===== config.mk =====
export PLATFORM = sky130hd
export DESIGN_NAME = maxnet_input_loader_flat
export DESIGN_NICKNAME = d
export VERILOG_FILES = /design/src/rtl/maxnet_input_loader_if.sv /design/src/rtl/maxnet_input_loader.sv /design/src/flat_wrapper.sv
export SDC_FILE = /design/constraint.sdc
export NUM_CORES = 1
export LEC_CHECK = 0
export CAP_MARGIN = 15
export CORE_AREA = 4 4 156 158
export DETAILED_ROUTE_END_ITERATION = 8
export DIE_AREA = 0 0 160 162
export PLACE_DENSITY = 0.66
export SYNTH_ARGS = -nofsm -noshare
export SYNTH_HDL_FRONTEND = slang
export SYNTH_SLANG_ARGS = --single-unit

===== constraint.sdc =====
create_clock -name clk -period 2.44 [get_ports clk]
set_input_delay 0.488 -clock clk [delete_from_list [all_inputs] [get_ports clk]]
set_output_delay 0.488 -clock clk [all_outputs]
set_load 0.01 [all_outputs]

===== src/rtl/maxnet_input_loader_if.sv =====
// Handshake and operand bundle between the loader, its upstream feeder,
// the Maxnet core and the result consumer.
interface maxnet_input_loader_if;
  logic        in_valid;
  logic        in_ready;
  logic [31:0] in_data;
  logic        mx_start;
  logic [31:0] mx_epsilon;
  logic [31:0] mx_a1;
  logic [31:0] mx_a2;
  logic [31:0] mx_a3;
  logic [31:0] mx_a4;
  logic        mx_finish;
  logic [31:0] mx_out;
  logic        res_valid;
  logic        res_ready;
  logic [31:0] res_data;
  logic        res_timeout;

  modport master (
    output in_valid, in_data, mx_finish, mx_out, res_ready,
    input  in_ready, mx_start, mx_epsilon, mx_a1, mx_a2, mx_a3,
    input  mx_a4, res_valid, res_data, res_timeout
  );

  modport slave (
    input  in_valid, in_data, mx_finish, mx_out, res_ready,
    output in_ready, mx_start, mx_epsilon, mx_a1, mx_a2, mx_a3,
    output mx_a4, res_valid, res_data, res_timeout
  );
endinterface


===== src/rtl/maxnet_input_loader.sv =====
// Collects epsilon + four activations, kicks the Maxnet core and
// returns its winner (or a timeout marker) on a result handshake.
module maxnet_input_loader #(
  parameter int unsigned TIMEOUT_CYCLES = 1024,
  parameter int unsigned START_CYCLES   = 1
) (
  input logic                  clk,
  input logic                  rst,
  maxnet_input_loader_if.slave bus
);
  typedef enum logic [1:0] {
    S_LOAD,
    S_START,
    S_WAIT,
    S_RESULT
  } state_t;

  localparam bit          TMO_EN     = (TIMEOUT_CYCLES != 0);
  localparam logic [31:0] TMO_LAST   =
    TMO_EN ? 32'(TIMEOUT_CYCLES - 1) : 32'd0;
  localparam logic [31:0] START_LAST = 32'(START_CYCLES - 1);

  state_t      state;
  logic [2:0]  word_cnt;
  logic [31:0] wait_cnt;

  logic xfer;
  assign xfer = bus.in_valid & bus.in_ready;

  always_ff @(posedge clk) begin
    if (!rst) begin
      state           <= S_LOAD;
      word_cnt        <= '0;
      wait_cnt        <= '0;
      bus.in_ready    <= 1'b0;
      bus.mx_start    <= 1'b0;
      bus.mx_epsilon  <= '0;
      bus.mx_a1       <= '0;
      bus.mx_a2       <= '0;
      bus.mx_a3       <= '0;
      bus.mx_a4       <= '0;
      bus.res_valid   <= 1'b0;
      bus.res_data    <= '0;
      bus.res_timeout <= 1'b0;
    end else begin
      unique case (state)
        S_LOAD: begin
          bus.in_ready <= 1'b1;
          if (xfer) begin
            unique case (word_cnt)
              3'd0:    bus.mx_epsilon <= bus.in_data;
              3'd1:    bus.mx_a1      <= bus.in_data;
              3'd2:    bus.mx_a2      <= bus.in_data;
              3'd3:    bus.mx_a3      <= bus.in_data;
              default: bus.mx_a4      <= bus.in_data;
            endcase
            if (word_cnt == 3'd4) begin
              word_cnt     <= '0;
              wait_cnt     <= '0;
              bus.in_ready <= 1'b0;
              bus.mx_start <= 1'b1;
              state        <= S_START;
            end else begin
              word_cnt <= word_cnt + 3'd1;
            end
          end
        end
        S_START: begin
          if (wait_cnt == START_LAST) begin
            bus.mx_start <= 1'b0;
            wait_cnt     <= '0;
            state        <= S_WAIT;
          end else begin
            wait_cnt <= wait_cnt + 32'd1;
          end
        end
        S_WAIT: begin
          wait_cnt <= wait_cnt + 32'd1;
          // finish has priority over a coincident timeout
          if (bus.mx_finish) begin
            bus.res_data    <= bus.mx_out;
            bus.res_timeout <= 1'b0;
            bus.res_valid   <= 1'b1;
            state           <= S_RESULT;
          end else if (TMO_EN && wait_cnt == TMO_LAST) begin
            bus.res_data    <= '0;
            bus.res_timeout <= 1'b1;
            bus.res_valid   <= 1'b1;
            state           <= S_RESULT;
          end
        end
        default: begin
          if (bus.res_ready) begin
            bus.res_valid <= 1'b0;
            bus.in_ready  <= 1'b1;
            state         <= S_LOAD;
          end
        end
      endcase
    end
  end
endmodule

===== src/flat_wrapper.sv =====
// flat-port wrapper written by rule: the top's interface ports become plain ports
module maxnet_input_loader_flat 
#(
  parameter int unsigned TIMEOUT_CYCLES = 1024,
  parameter int unsigned START_CYCLES   = 1
)
  (clk, rst, bus_in_valid, bus_in_data, bus_mx_finish, bus_mx_out, bus_res_ready, bus_in_ready, bus_mx_start, bus_mx_epsilon, bus_mx_a1, bus_mx_a2, bus_mx_a3, bus_mx_a4, bus_res_valid, bus_res_data, bus_res_timeout);
  maxnet_input_loader_if bus_i ();
  input logic clk;
  input logic rst;
  input wire logic [$bits(bus_i.in_valid)-1:0] bus_in_valid;
  input wire logic [$bits(bus_i.in_data)-1:0] bus_in_data;
  input wire logic [$bits(bus_i.mx_finish)-1:0] bus_mx_finish;
  input wire logic [$bits(bus_i.mx_out)-1:0] bus_mx_out;
  input wire logic [$bits(bus_i.res_ready)-1:0] bus_res_ready;
  output wire logic [$bits(bus_i.in_ready)-1:0] bus_in_ready;
  output wire logic [$bits(bus_i.mx_start)-1:0] bus_mx_start;
  output wire logic [$bits(bus_i.mx_epsilon)-1:0] bus_mx_epsilon;
  output wire logic [$bits(bus_i.mx_a1)-1:0] bus_mx_a1;
  output wire logic [$bits(bus_i.mx_a2)-1:0] bus_mx_a2;
  output wire logic [$bits(bus_i.mx_a3)-1:0] bus_mx_a3;
  output wire logic [$bits(bus_i.mx_a4)-1:0] bus_mx_a4;
  output wire logic [$bits(bus_i.res_valid)-1:0] bus_res_valid;
  output wire logic [$bits(bus_i.res_data)-1:0] bus_res_data;
  output wire logic [$bits(bus_i.res_timeout)-1:0] bus_res_timeout;
  assign bus_i.in_valid = bus_in_valid;
  assign bus_i.in_data = bus_in_data;
  assign bus_i.mx_finish = bus_mx_finish;
  assign bus_i.mx_out = bus_mx_out;
  assign bus_i.res_ready = bus_res_ready;
  assign bus_in_ready = bus_i.in_ready;
  assign bus_mx_start = bus_i.mx_start;
  assign bus_mx_epsilon = bus_i.mx_epsilon;
  assign bus_mx_a1 = bus_i.mx_a1;
  assign bus_mx_a2 = bus_i.mx_a2;
  assign bus_mx_a3 = bus_i.mx_a3;
  assign bus_mx_a4 = bus_i.mx_a4;
  assign bus_res_valid = bus_i.res_valid;
  assign bus_res_data = bus_i.res_data;
  assign bus_res_timeout = bus_i.res_timeout;
  maxnet_input_loader #(.TIMEOUT_CYCLES(TIMEOUT_CYCLES), .START_CYCLES(START_CYCLES)) u_core (.clk(clk), .rst(rst), .bus(bus_i));
endmodule

==> results of run 1 <==
Yosys cell counts (2+ instances only):
cell type,number,area [µm²]
nor4_1,6,37.5
and2_1,3,18.8
buf_2,5,25.0
a21oi_1,177,886
nand4_4,2,42.5
or3_1,12,75.1
o21ai_0,11,55.1
and4_1,6,52.6
nand3_1,13,65.1
and3_1,9,56.3
inv_1,11,41.3
nand2_1,341,1280
xnor2_1,2,17.5
nand4_1,13,81.3
ha_1,11,138
nor2_1,33,124
dfxtp_1,233,4660
xor2_1,19,166
a211oi_4,2,40.0
a22o_1,32,280
nor3_1,3,15.0
buf_4,3,22.5
clkbuf_1,57,214
cell usage in the layout, fill, tap and decap left out, types with 3 or more instances in the layout:
| cell | synthesis | routed |
|---|---|---|
| inv_1 | 11 | 10 |
| nand4_1 | 13 | 13 |
| nand2_1 | 341 | 341 |
| dfxtp_1 | 233 | 233 |
| clkbuf_8 | 0 | 7 |
| buf_12 | 0 | 10 |
| ha_1 | 11 | 11 |
| clkdlybuf4s50_1 | 0 | 264 |
| and3_1 | 9 | 9 |
| nor3_1 | 3 | 3 |
| or3_1 | 12 | 12 |
| nand3_1 | 13 | 13 |
| o21ai_0 | 11 | 11 |
| clkbuf_1 | 57 | 4 |
| nor4_1 | 6 | 6 |
| nor2_1 | 33 | 32 |
| clkbuf_16 | 0 | 25 |
| a22o_1 | 32 | 32 |
| xor2_1 | 19 | 19 |
| buf_4 | 3 | 21 |
| and2_1 | 3 | 3 |
| a21oi_1 | 177 | 176 |
| clkinv_2 | 0 | 7 |
| and4_1 | 6 | 6 |
layer usage:
metal / GRT usage [%] / vias up
met2: 33.4 / 243
met3: 7.74 / 33
met4: 4.69 / 0
met1: 25.4 / 3709
met5: 0 / -
li1: - / 3954
flip-flops by register name (all words and copies together) (netlist names):
register	count
u_core.bus.mx_start	1
u_core.word_cnt	3
u_core.bus.mx_a4	32
u_core.bus.res_timeout	1
u_core.bus.mx_a3	32
u_core.bus.mx_a2	32
u_core.state	2
u_core.bus.mx_epsilon	32
u_core.bus.res_valid	1
u_core.wait_cnt	32
u_core.bus.in_ready	1
u_core.bus.res_data	32
u_core.bus.mx_a1	32
power groups by stage:
| stage | Sequential (µW) | Clock, µW | Combinational (µW) |
|---|---|---|---|
| 4_1_cts | 3930 | 3790 | 840 |
| 5_1_grt | 3940 | 3940 | 904 |
| 2_1_floorplan | 4040 | 0 | 331 |
| 3_5_place_dp | 4020 | 0 | 837 |
| 3_3_place_gp | 4010 | 0 | 830 |
| 6_report | 3930 | 3700 | 833 |
worst paths after layout:
path / from / cells after the start / slack, ns / end
max reg2reg: u_core.word_cnt[0]$_SDFFE_PN0P_ / 9 / 0.30 / u_core.wait_cnt[26]$_SDFFE_PN0P_
max: u_core.word_cnt[0]$_SDFFE_PN0P_ / 9 / 0.30 / u_core.wait_cnt[26]$_SDFFE_PN0P_
min reg2reg: u_core.bus.mx_a2[20]$_SDFFE_PN0P_ / 2 / 0.45 / u_core.bus.mx_a2[20]$_SDFFE_PN0P_
min: u_core.bus.mx_a2[20]$_SDFFE_PN0P_ / 2 / 0.45 / u_core.bus.mx_a2[20]$_SDFFE_PN0P_
metrics by stage:
stage | total power, µW | hold slack (ns) | cells
detailed placement | 4850 | 0.447 | 1546
CTS | 8560 | 0.454 | 1591
floorplan | 4370 | 0.457 | 1026
global placement | 4840 | 0.440 | 1546
finish | 8460 | 0.451 | 1591
global route | 8780 | 0.468 | 1591
layout make-up:
type	count	area share (%)
Clock buffer	36	5.89
Tap cell	290	2.90
Sequential cell	233	37.3
Multi-Input combinational cell	717	29.1
Inverter	11	0.350
Timing Repair Buffer	295	24.0
Clock inverter	9	0.590
cells by family after synthesis:
group | after synthesis | share of synthesized area, %
simple gates | 451 | 22.5
mux | 1 | 0.116
buf+inv | 76 | 3.52
flops | 233 | 54.2
compound gates | 233 | 15.8
xor+xnor | 21 | 2.14
fa+ha+maj | 11 | 1.60
tightest hold or removal path, cell delays in order, from the launching register on:
cell and delay (ns):
dfxtp_1 0.30, nand2_1 0.05, a21oi_1 0.05
==> results.sh, run 1 <==
export IMPL_p_int_uw=6460
export IMPL_grt_overflow=0
export IMPL_cts_root_buf="clkbuf_16"
export IMPL_yosysWarnings=0
export IMPL_drive_gt1_share_pct=6.69
export IMPL_setup_slack_ns=0.298
export IMPL_clk_pin_slew_ns=0.06
export IMPL_clk_latency_ns=0.52
export IMPL_syn_cell_area_um2=8600
export IMPL_wl_met3_um=2530
export IMPL_cpMaxStageDelayCell="a311o_2"
export IMPL_via_count=7939
export IMPL_io_buffers=264
export IMPL_place_ws_ns=0.0693
export IMPL_fmax_ghz=0.467
export IMPL_synth_nets=1106
export IMPL_cp_top_family="compound AO/OA/AOI/OAI gates"
export IMPL_grt_pass1_wl_um=43200
export IMPL_postLayoutCellArea_um2=12500
export IMPL_cp_required_ns=2.87
export IMPL_cts_htree_levels=1
export IMPL_powerDensity_nw_per_um2=676
export IMPL_cpPeakStageDelay_ns=0.45
export IMPL_antenna_found_initial=0
export IMPL_routedWlPerCell_um=17.2
export IMPL_regArea_um2=4660
export IMPL_worst_path_max_fanout=13
export IMPL_drc_errors=0
export IMPL_finalSetupTns_ns=0
export IMPL_netlist_instances=1026
export IMPL_die_area_um2=25900
export IMPL_area_growth_pct=45.6
export IMPL_status="complete, no violations"
export IMPL_place_congestion=0.817
export IMPL_coreArea_um2=23100
export IMPL_cts_made_buffers=25
export IMPL_crit_buf_inv=3
export IMPL_cts_buffer_depth=3
export IMPL_critPathLaunchType="register"
export IMPL_tightest_slew_ns=0.494
export IMPL_rsz0062_at_grt="no"
export IMPL_arrival_ns=2.57
export IMPL_nFillCells=2127
export IMPL_timing_final_crit_share_pct=87.8
export IMPL_ioPinCount=265
export IMPL_cts_tree="built"
export IMPL_ir_worst_vdd_mv=0.439
export IMPL_relSlewSlack_pct=67.1
export IMPL_post_cts_setup_buffer_count=0
export IMPL_track_usage_pct=20.3
export IMPL_p_switching_uw=2010
export IMPL_multiInputGateArea_um2=3640
export IMPL_cts_sinks=233
export IMPL_holdBufCountCts=0
export IMPL_synth_edf_count=0
export IMPL_final_util_pct=54.2
export IMPL_yosysSeqAreaShare_pct=54.2
export IMPL_die_y_um=162
export IMPL_synth_ff_type="dfxtp_1"
export IMPL_syn_area_per_cell_um2=8.38
export IMPL_leakage_uw=0.00433
export IMPL_power_frac_comb_pct=9.8
export IMPL_fin_nets=1363
export IMPL_setup_viol=0
export IMPL_met1_length_um=11700
export IMPL_drt_initial_drc_count=445
export IMPL_diodes=0
export IMPL_drv_cap=0
export IMPL_swShare_pct=23.7
export IMPL_wl_um=27400
export IMPL_synth_distinct_cells=45
export IMPL_finalCriticalPeriod_ns=2.14
export IMPL_critical_path_class="register to register"
export IMPL_ant_nets=0
export IMPL_die_w_um=160
export IMPL_crit_chain="inv_1 > ha_1 > nand4_4 > buf_4 > a21oi_1 > nor2b_1 > a311o_2 > buf_12 > a21oi_1"
export IMPL_hold_path_class="register to register"
export IMPL_worstSetupEndpointType="register"
export IMPL_core_rowCount=56
export IMPL_power_frac_seq_pct=46.5
export IMPL_finalHoldViolCount=0
export IMPL_fin_skew_ns=0.0254
export IMPL_grt_max_degree=63
export IMPL_place_area_um2=11700
export IMPL_dr_pass1_iters=4
export IMPL_cp_common_cell="a21oi_1"
export IMPL_p_clk_share_pct=43.7
export IMPL_grt_pass1_vias=7778
export IMPL_initial_core_util_pct=37.2
export IMPL_slew_violations=0
export IMPL_cts_resized=0
export IMPL_async_flop_share_pct=0
export IMPL_avgViaCountPerCell=4.99
export IMPL_ys_seq_elements=233
export IMPL_wl_met2_um=12600
export IMPL_hpwl_um=18600
export IMPL_highest_layer="met4"
No activity file was read; power rests on OpenSTA's default activity.
==> run 2, diff against run 1 <==
--- a/config.mk
+++ b/config.mk
@@ -7,8 +7,8 @@
 export LEC_CHECK = 0
 export CAP_MARGIN = 15
-export CORE_AREA = 4 4 156 158
+export CORE_AREA = 4 4 141 143
 export DETAILED_ROUTE_END_ITERATION = 8
-export DIE_AREA = 0 0 160 162
-export PLACE_DENSITY = 0.66
+export DIE_AREA = 0 0 145 147
+export PLACE_DENSITY = 0.79
 export SYNTH_ARGS = -nofsm -noshare
 export SYNTH_HDL_FRONTEND = slang
==> constraint.sdc (replaced) <==
create_clock -name clk -period 2.44 [get_ports clk]
set_input_delay 0.488 -clock clk [delete_from_list [all_inputs] [get_ports clk]]
set_output_delay 0.488 -clock clk [all_outputs]
set_load 0.05 [all_outputs]
==> run 2 against run 1 <==
Register-to-register slack barely moved. Core utilization increased by 12 points. Via count increased by 1.3%. Power is 1.1% higher. Sequential power is essentially flat. Fmax shrank 8.3%. Combinational power grew 20%. Sequential share of layout area up 0.45 points. First-iteration DRC count grew 2.2%. Die area decreased by 18%. Setup slack got worse by 0.19 ns. Global-route usage is 3.1 points higher. Largest power group unchanged. Highest routed layer unchanged.
==> results.sh, run 2 (same netlist as run 1, synthesis figures left out) <==
export IMPL_grt_max_degree=113
export IMPL_power_frac_seq_pct=46.0
export IMPL_r2r_end="u_core.wait_cnt[27]$_SDFFE_PN0P_"
export IMPL_die_w_um=145
export IMPL_relSlewSlack_pct=61.5
export IMPL_clk_latency_ns=0.51
export IMPL_p_int_uw=6370
export IMPL_diodes=0
export IMPL_instances_no_fill=1532
export IMPL_p_clk_share_pct=42.3
export IMPL_worstSetupEndpointType="output port"
export IMPL_area_growth_pct=43.8
export IMPL_holdBufCountCts=0
export IMPL_critical_path_class="register to output port"
export IMPL_p_switching_uw=2190
export IMPL_cp_endpoint="bus_in_ready"
export IMPL_hold_path_class="register to register"
export IMPL_post_cts_setup_buffer_count=0
export IMPL_initial_core_util_pct=46.3
export IMPL_p_total_uw=8560
export IMPL_fin_skew_ns=0.0204
export IMPL_nFillCells=1504
export IMPL_arrival_ns=1.85
export IMPL_hpwl_um=18100
export IMPL_r2r_start="u_core.word_cnt[0]$_SDFFE_PN0P_"
export IMPL_r2r_slack_ns=0.30
export IMPL_grt_pass1_wl_um=41600
export IMPL_cp_num_cells=1
export IMPL_fin_nets=1359
export IMPL_antenna_found_initial=0
export IMPL_tightest_slew_ns=0.575
export IMPL_routedWlPerCell_um=17.2
export IMPL_worst_path_max_fanout=5
export IMPL_finalSetupTns_ns=0
export IMPL_clk_pin_slew_ns=0.06
export IMPL_cts_htree_levels=1
export IMPL_cts_sinks=233
export IMPL_track_usage_pct=23.4
export IMPL_drc_errors=0
export IMPL_ir_worst_vdd_mv=0.572
export IMPL_crit_chain="clkdlybuf4s50_1"
export IMPL_rsz0062_at_grt="no"
export IMPL_io_buffers=264
export IMPL_die_y_um=147
export IMPL_finalHoldViolCount=0
export IMPL_cts_tree="built"
export IMPL_startpoint="u_core.bus.in_ready$_SDFFE_PN0P_"
export IMPL_cp_top_family="buffers and inverters"
export IMPL_via_count=8046
export IMPL_drt_initial_drc_count=455
export IMPL_avgViaCountPerCell=5.25
export IMPL_grt_pass1_vias=7797
export IMPL_status="complete, no violations"
export IMPL_final_common_cell="nand2_1"
export IMPL_cpPeakStageDelay_ns=0.88
export IMPL_ant_nets=0
export IMPL_place_inst=1486
export IMPL_ff2ff_path_depth=8
export IMPL_ioPinCount=265
export IMPL_powerDensity_nw_per_um2=692
export IMPL_setup_viol=0
export IMPL_fmax_ghz=0.428
export IMPL_swShare_pct=25.6
export IMPL_core_rowCount=50
export IMPL_cts_root_buf="clkbuf_16"
export IMPL_drv_cap=0
export IMPL_crit_buf_inv=1
export IMPL_cp_required_ns=1.95
export IMPL_place_congestion=0.866
export IMPL_layout_cells_most_common_list="nand2_1, clkdlybuf4s50_1, dfxtp_1, a21oi_1"
export IMPL_hold_ws_ns=0.452
export IMPL_power_frac_comb_pct=11.7
export IMPL_cpMaxStageDelayCell="clkdlybuf4s50_1"
export IMPL_finalCriticalPeriod_ns=2.34
export IMPL_drive_gt1_share_pct=6.32
export IMPL_die_area_um2=21300
export IMPL_cts_buffer_depth=3
export IMPL_timing_final_crit_share_pct=95.7
export IMPL_critPathLaunchType="register"
export IMPL_grt_overflow=0
export IMPL_coreArea_um2=18600
export IMPL_leakage_uw=0.00429
export IMPL_slew_violations=0
export IMPL_wl_um=26300
export IMPL_cts_resized=0
export IMPL_cts_made_buffers=25
export IMPL_dr_pass1_iters=4
run 2: cell types whose count changed in the layout (fill, tap and decap cells not counted), sizes merged:
cell,delta
buf,-4
clkbuf,-1
clkinv,+2
run 2: area by class of cell:
class                   instances  area (µm²)  share of cell area, %
clock buffers                  35         703                   5.68
clock inverters                11        95.1                  0.769
inverters                      11        43.8                  0.354
multi-input cells             717        3640                   29.4
flip-flops and latches        233        4660                   37.7
well taps                     234         293                   2.37
repair buffers                291        2930                   23.7
run 2: tightest hold or removal path: cells and delay by family (launching register included):
kind,cells,cell delay (ns)
AOI/OAI and AO/OA,1,0.05
DFF,1,0.31
and+or+nand+nor,1,0.05
run 2: worst min path at each step:
stage	depth (start not counted)	to	startpoint	slack (ns)
CTS	2	u_core.bus.mx_a2[19]$_SDFFE_PN0P_	u_core.bus.mx_a2[19]$_SDFFE_PN0P_	0.45
finish	2	u_core.bus.mx_a4[25]$_SDFFE_PN0P_	u_core.bus.mx_a4[25]$_SDFFE_PN0P_	0.45
global route	2	u_core.bus.mx_epsilon[4]$_SDFFE_PN0P_	u_core.bus.mx_epsilon[4]$_SDFFE_PN0P_	0.47
detailed placement	2	u_core.bus.mx_epsilon[4]$_SDFFE_PN0P_	u_core.bus.mx_epsilon[4]$_SDFFE_PN0P_	0.45
global placement	2	u_core.bus.mx_a2[20]$_SDFFE_PN0P_	u_core.bus.mx_a2[20]$_SDFFE_PN0P_	0.44
floorplan	2	u_core.wait_cnt[31]$_SDFFE_PN0P_	u_core.wait_cnt[31]$_SDFFE_PN0P_	0.46
run 2: layer usage:
layer | part of all wire, % | global-route usage, %
met1 | 42 | 28.9
met2 | 46 | 39.1
met3 | 8.8 | 7.99
met4 | 3.0 | 7.17
met5 | 0 | 0
run 2: power groups by stage:
| stage | clock, µW | combinational (µW) | sequential [µW] |
|---|---|---|---|
| floorplan | 0 | 332 | 4250 |
| global placement | 0 | 995 | 4010 |
| detailed placement | 0 | 1000 | 4020 |
| CTS | 3720 | 1010 | 3930 |
| global route | 3880 | 1070 | 3940 |
| finish | 3620 | 1000 | 3930 |
run 2: through the flow:
step / instance area (µm²) / utilization, % / worst slack [ns]
finish: 12400 / 66.6 / 0.104
global route: 12400 / 66.6 / 0.0566
CTS: 12400 / 66.6 / 0.0673
detailed placement: 11600 / 62.3 / 0.0420
global placement: 11600 / 62.3 / 0.0696
floorplan: 8600 / - / 0.325
==> run 3, diff against run 2 <==
- ABC_AREA: unset -> 1
- CORE_AREA: 4 4 141 143 -> 2 2 142 144
- DIE_AREA: 0 0 145 147 -> 0 0 144 146
- PLACE_DENSITY: 0.79 -> 0.78
==> run 3 against run 2 <==
Global-route usage up 1.8 points. Largest cell class unchanged. Via count up 7.0%. First-iteration DRC count down 1.3%. Area after synthesis up 4.2%. Clock power up 6.9%. Non-clock buffer count down 5. Critical path depth unchanged.
==> results.sh, run 3 <==
export IMPL_via_count=8609
export IMPL_syn_area_per_cell_um2=7.60
export IMPL_post_cts_setup_buffer_count=0
export IMPL_yosysTopAreaCellShare_pct=52.1
export IMPL_finalSetupTns_ns=0
export IMPL_finalCriticalPeriod_ns=2.33
export IMPL_place_ws_ns=0.180
export IMPL_coreArea_um2=19300
export IMPL_critical_path_class="register to output port"
export IMPL_status="complete, no violations"
export IMPL_grt_pass1_vias=8167
export IMPL_drive_gt1_share_pct=7.12
export IMPL_final_common_cell="nor2_1"
export IMPL_hpwl_um=18900
export IMPL_netlist_instances=1178
export IMPL_setup_viol=0
export IMPL_critPathLaunchType="register"
export IMPL_finalHoldViolCount=0
export IMPL_cts_root_buf="clkbuf_16"
export IMPL_area_growth_pct=42.0
export IMPL_synth_edf_count=0
export IMPL_rsz0062_at_grt="no"
export IMPL_synth_distinct_cells=31
export IMPL_cts_htree_levels=1
export IMPL_cp_required_ns=1.95
export IMPL_arrival_ns=1.85
export IMPL_leakage_uw=0.00480
export IMPL_cts_made_buffers=25
export IMPL_grt_overflow=0
export IMPL_powerDensity_nw_per_um2=688
export IMPL_core_rowCount=51
export IMPL_holdBufCountCts=0
export IMPL_synth_area_leaders="dfxtp_1, nor2_1, o21ai_0"
export IMPL_die_y_um=146
export IMPL_hold_path_class="primary input to register"
export IMPL_drv_cap=0
export IMPL_clk_pin_slew_ns=0.06
export IMPL_track_usage_pct=25.3
export IMPL_ys_seq_elements=233
export IMPL_clk_latency_ns=0.54
export IMPL_drt_initial_drc_count=449
export IMPL_synth_most_common_cell="nor2_1"
export IMPL_cts_sinks=233
export IMPL_slew_violations=0
export IMPL_grt_max_degree=81
export IMPL_wl_um=27500
export IMPL_yosysWarnings=0
export IMPL_synth_ff_type="dfxtp_1"
export IMPL_diodes=0
export IMPL_timing_final_crit_share_pct=95.7
export IMPL_layout_cells_most_common_list="nor2_1, clkdlybuf4s50_1, dfxtp_1, o21ai_0, nand2_1"
export IMPL_die_w_um=144
export IMPL_io_buffers=264
export IMPL_cts_buffer_depth=3
export IMPL_async_flop_share_pct=0
export IMPL_antenna_found_initial=0
export IMPL_relSlewSlack_pct=55.7
export IMPL_synthTopCellsByCount="nor2_1, dfxtp_1, o21ai_0"
export IMPL_cpMaxStageDelayCell="clkdlybuf4s50_1"
export IMPL_drc_errors=0
export IMPL_ir_worst_vdd_mv=0.844
export IMPL_fin_skew_ns=0.0179
export IMPL_routedWlPerCell_um=16.1
export IMPL_synth_nets=1258
export IMPL_cts_tree="built"
export IMPL_die_area_um2=21000
export IMPL_ioPinCount=265
export IMPL_avgViaCountPerCell=5.03
export IMPL_tightest_slew_ns=0.659
export IMPL_cp_top_family="buffers and inverters"
export IMPL_worstSetupEndpointType="output port"
export IMPL_grt_pass1_wl_um=42700
export IMPL_fmax_ghz=0.428
export IMPL_place_congestion=0.881
export IMPL_yosys_area_top_type="dfxtp_1"
export IMPL_worst_path_max_fanout=2
export IMPL_initial_core_util_pct=46.3
export IMPL_crit_buf_inv=1
export IMPL_yosysSeqAreaShare_pct=52.1
export IMPL_crit_chain="clkdlybuf4s50_1"
export IMPL_setup_slack_ns=0.105
export IMPL_syn_cell_area_um2=8960
export IMPL_cpPeakStageDelay_ns=0.87
export IMPL_dr_pass1_iters=5
export IMPL_fin_nets=1510
export IMPL_ant_nets=0
export IMPL_cts_resized=0
run 3: cell types whose count changed after synthesis, moves of 9 or more:
cell and delta:
nor2_2 +18, nor2_1 +347, clkbuf_1 -18, buf_2 +13, o21ai_0 +157, and3_1 -9, inv_1 +35, or3_1 -12
nand2_1 -216, a22o_1 -32, a21oi_1 -132
run 3: per-layer routing:
metal | part of all wire (%) | vias to the layer above | GRT usage, %
met1 | 40 | 3986 | 29.3
met3 | 11 | 40 | 10.5
met5 | 0 | - | 0
met2 | 47 | 312 | 42.6
met4 | 2.2 | 0 | 7.30
li1 | - | 4271 | -
run 3: final timing paths:
| check | from | endpoint | slack [ns] | cells past startpoint |
|---|---|---|---|---|
| worst max register to register | u_core.state[0]$_SDFFE_PN0P_ | u_core.bus.mx_a4[15]$_SDFFE_PN0P_ | 0.39 | 9 |
| worst min register to register | u_core.bus.res_data[3]$_SDFFE_PN0P_ | u_core.bus.res_data[3]$_SDFFE_PN0P_ | 0.46 | 2 |
| worst max-delay path | u_core.bus.mx_epsilon[25]$_SDFFE_PN0P_ | bus_mx_epsilon[25] | 0.11 | 1 |
| worst min-delay path | rst | u_core.state[0]$_SDFFE_PN0P_ | 0.36 | 3 |
run 3: kinds of logic after synthesis:
kind of cell	after synthesis	synth area share [%]
compound gates	220	12.5
xor+xnor	20	1.96
fa+ha+maj	11	1.54
buf+inv	110	5.08
simple gates	584	26.9
flops	233	52.1
run 3: stage by stage:
step	std cells	power, µW	hold slack (ns)	instance area (µm²)	util (%)
global route	1711	9040	0.363	12700	65.8
global placement	1668	4950	0.448	11900	61.4
CTS	1711	8800	0.343	12700	65.8
detailed placement	1668	4960	0.452	11900	61.4
floorplan	1178	4550	0.470	8960	-
finish	1711	8760	0.363	12700	65.8
run 3: area by class of cell:
type	count	area, µm²
clock buffers	28	667
clock inverters	15	173
fillers	1627	6620
inverters	49	189
multi-input cells	835	3840
flip-flops and latches	233	4660
well taps	265	332
repair buffers	286	2860
run 3: power by group:
group	internal [µW]	leakage [µW]	total [µW]	switching, µW
registers	3890	0.00188	3940	52.3
logic	330	0.00250	939	609
clock network	2290	0.000414	3870	1580
total	6510	0.00480	8760	2250
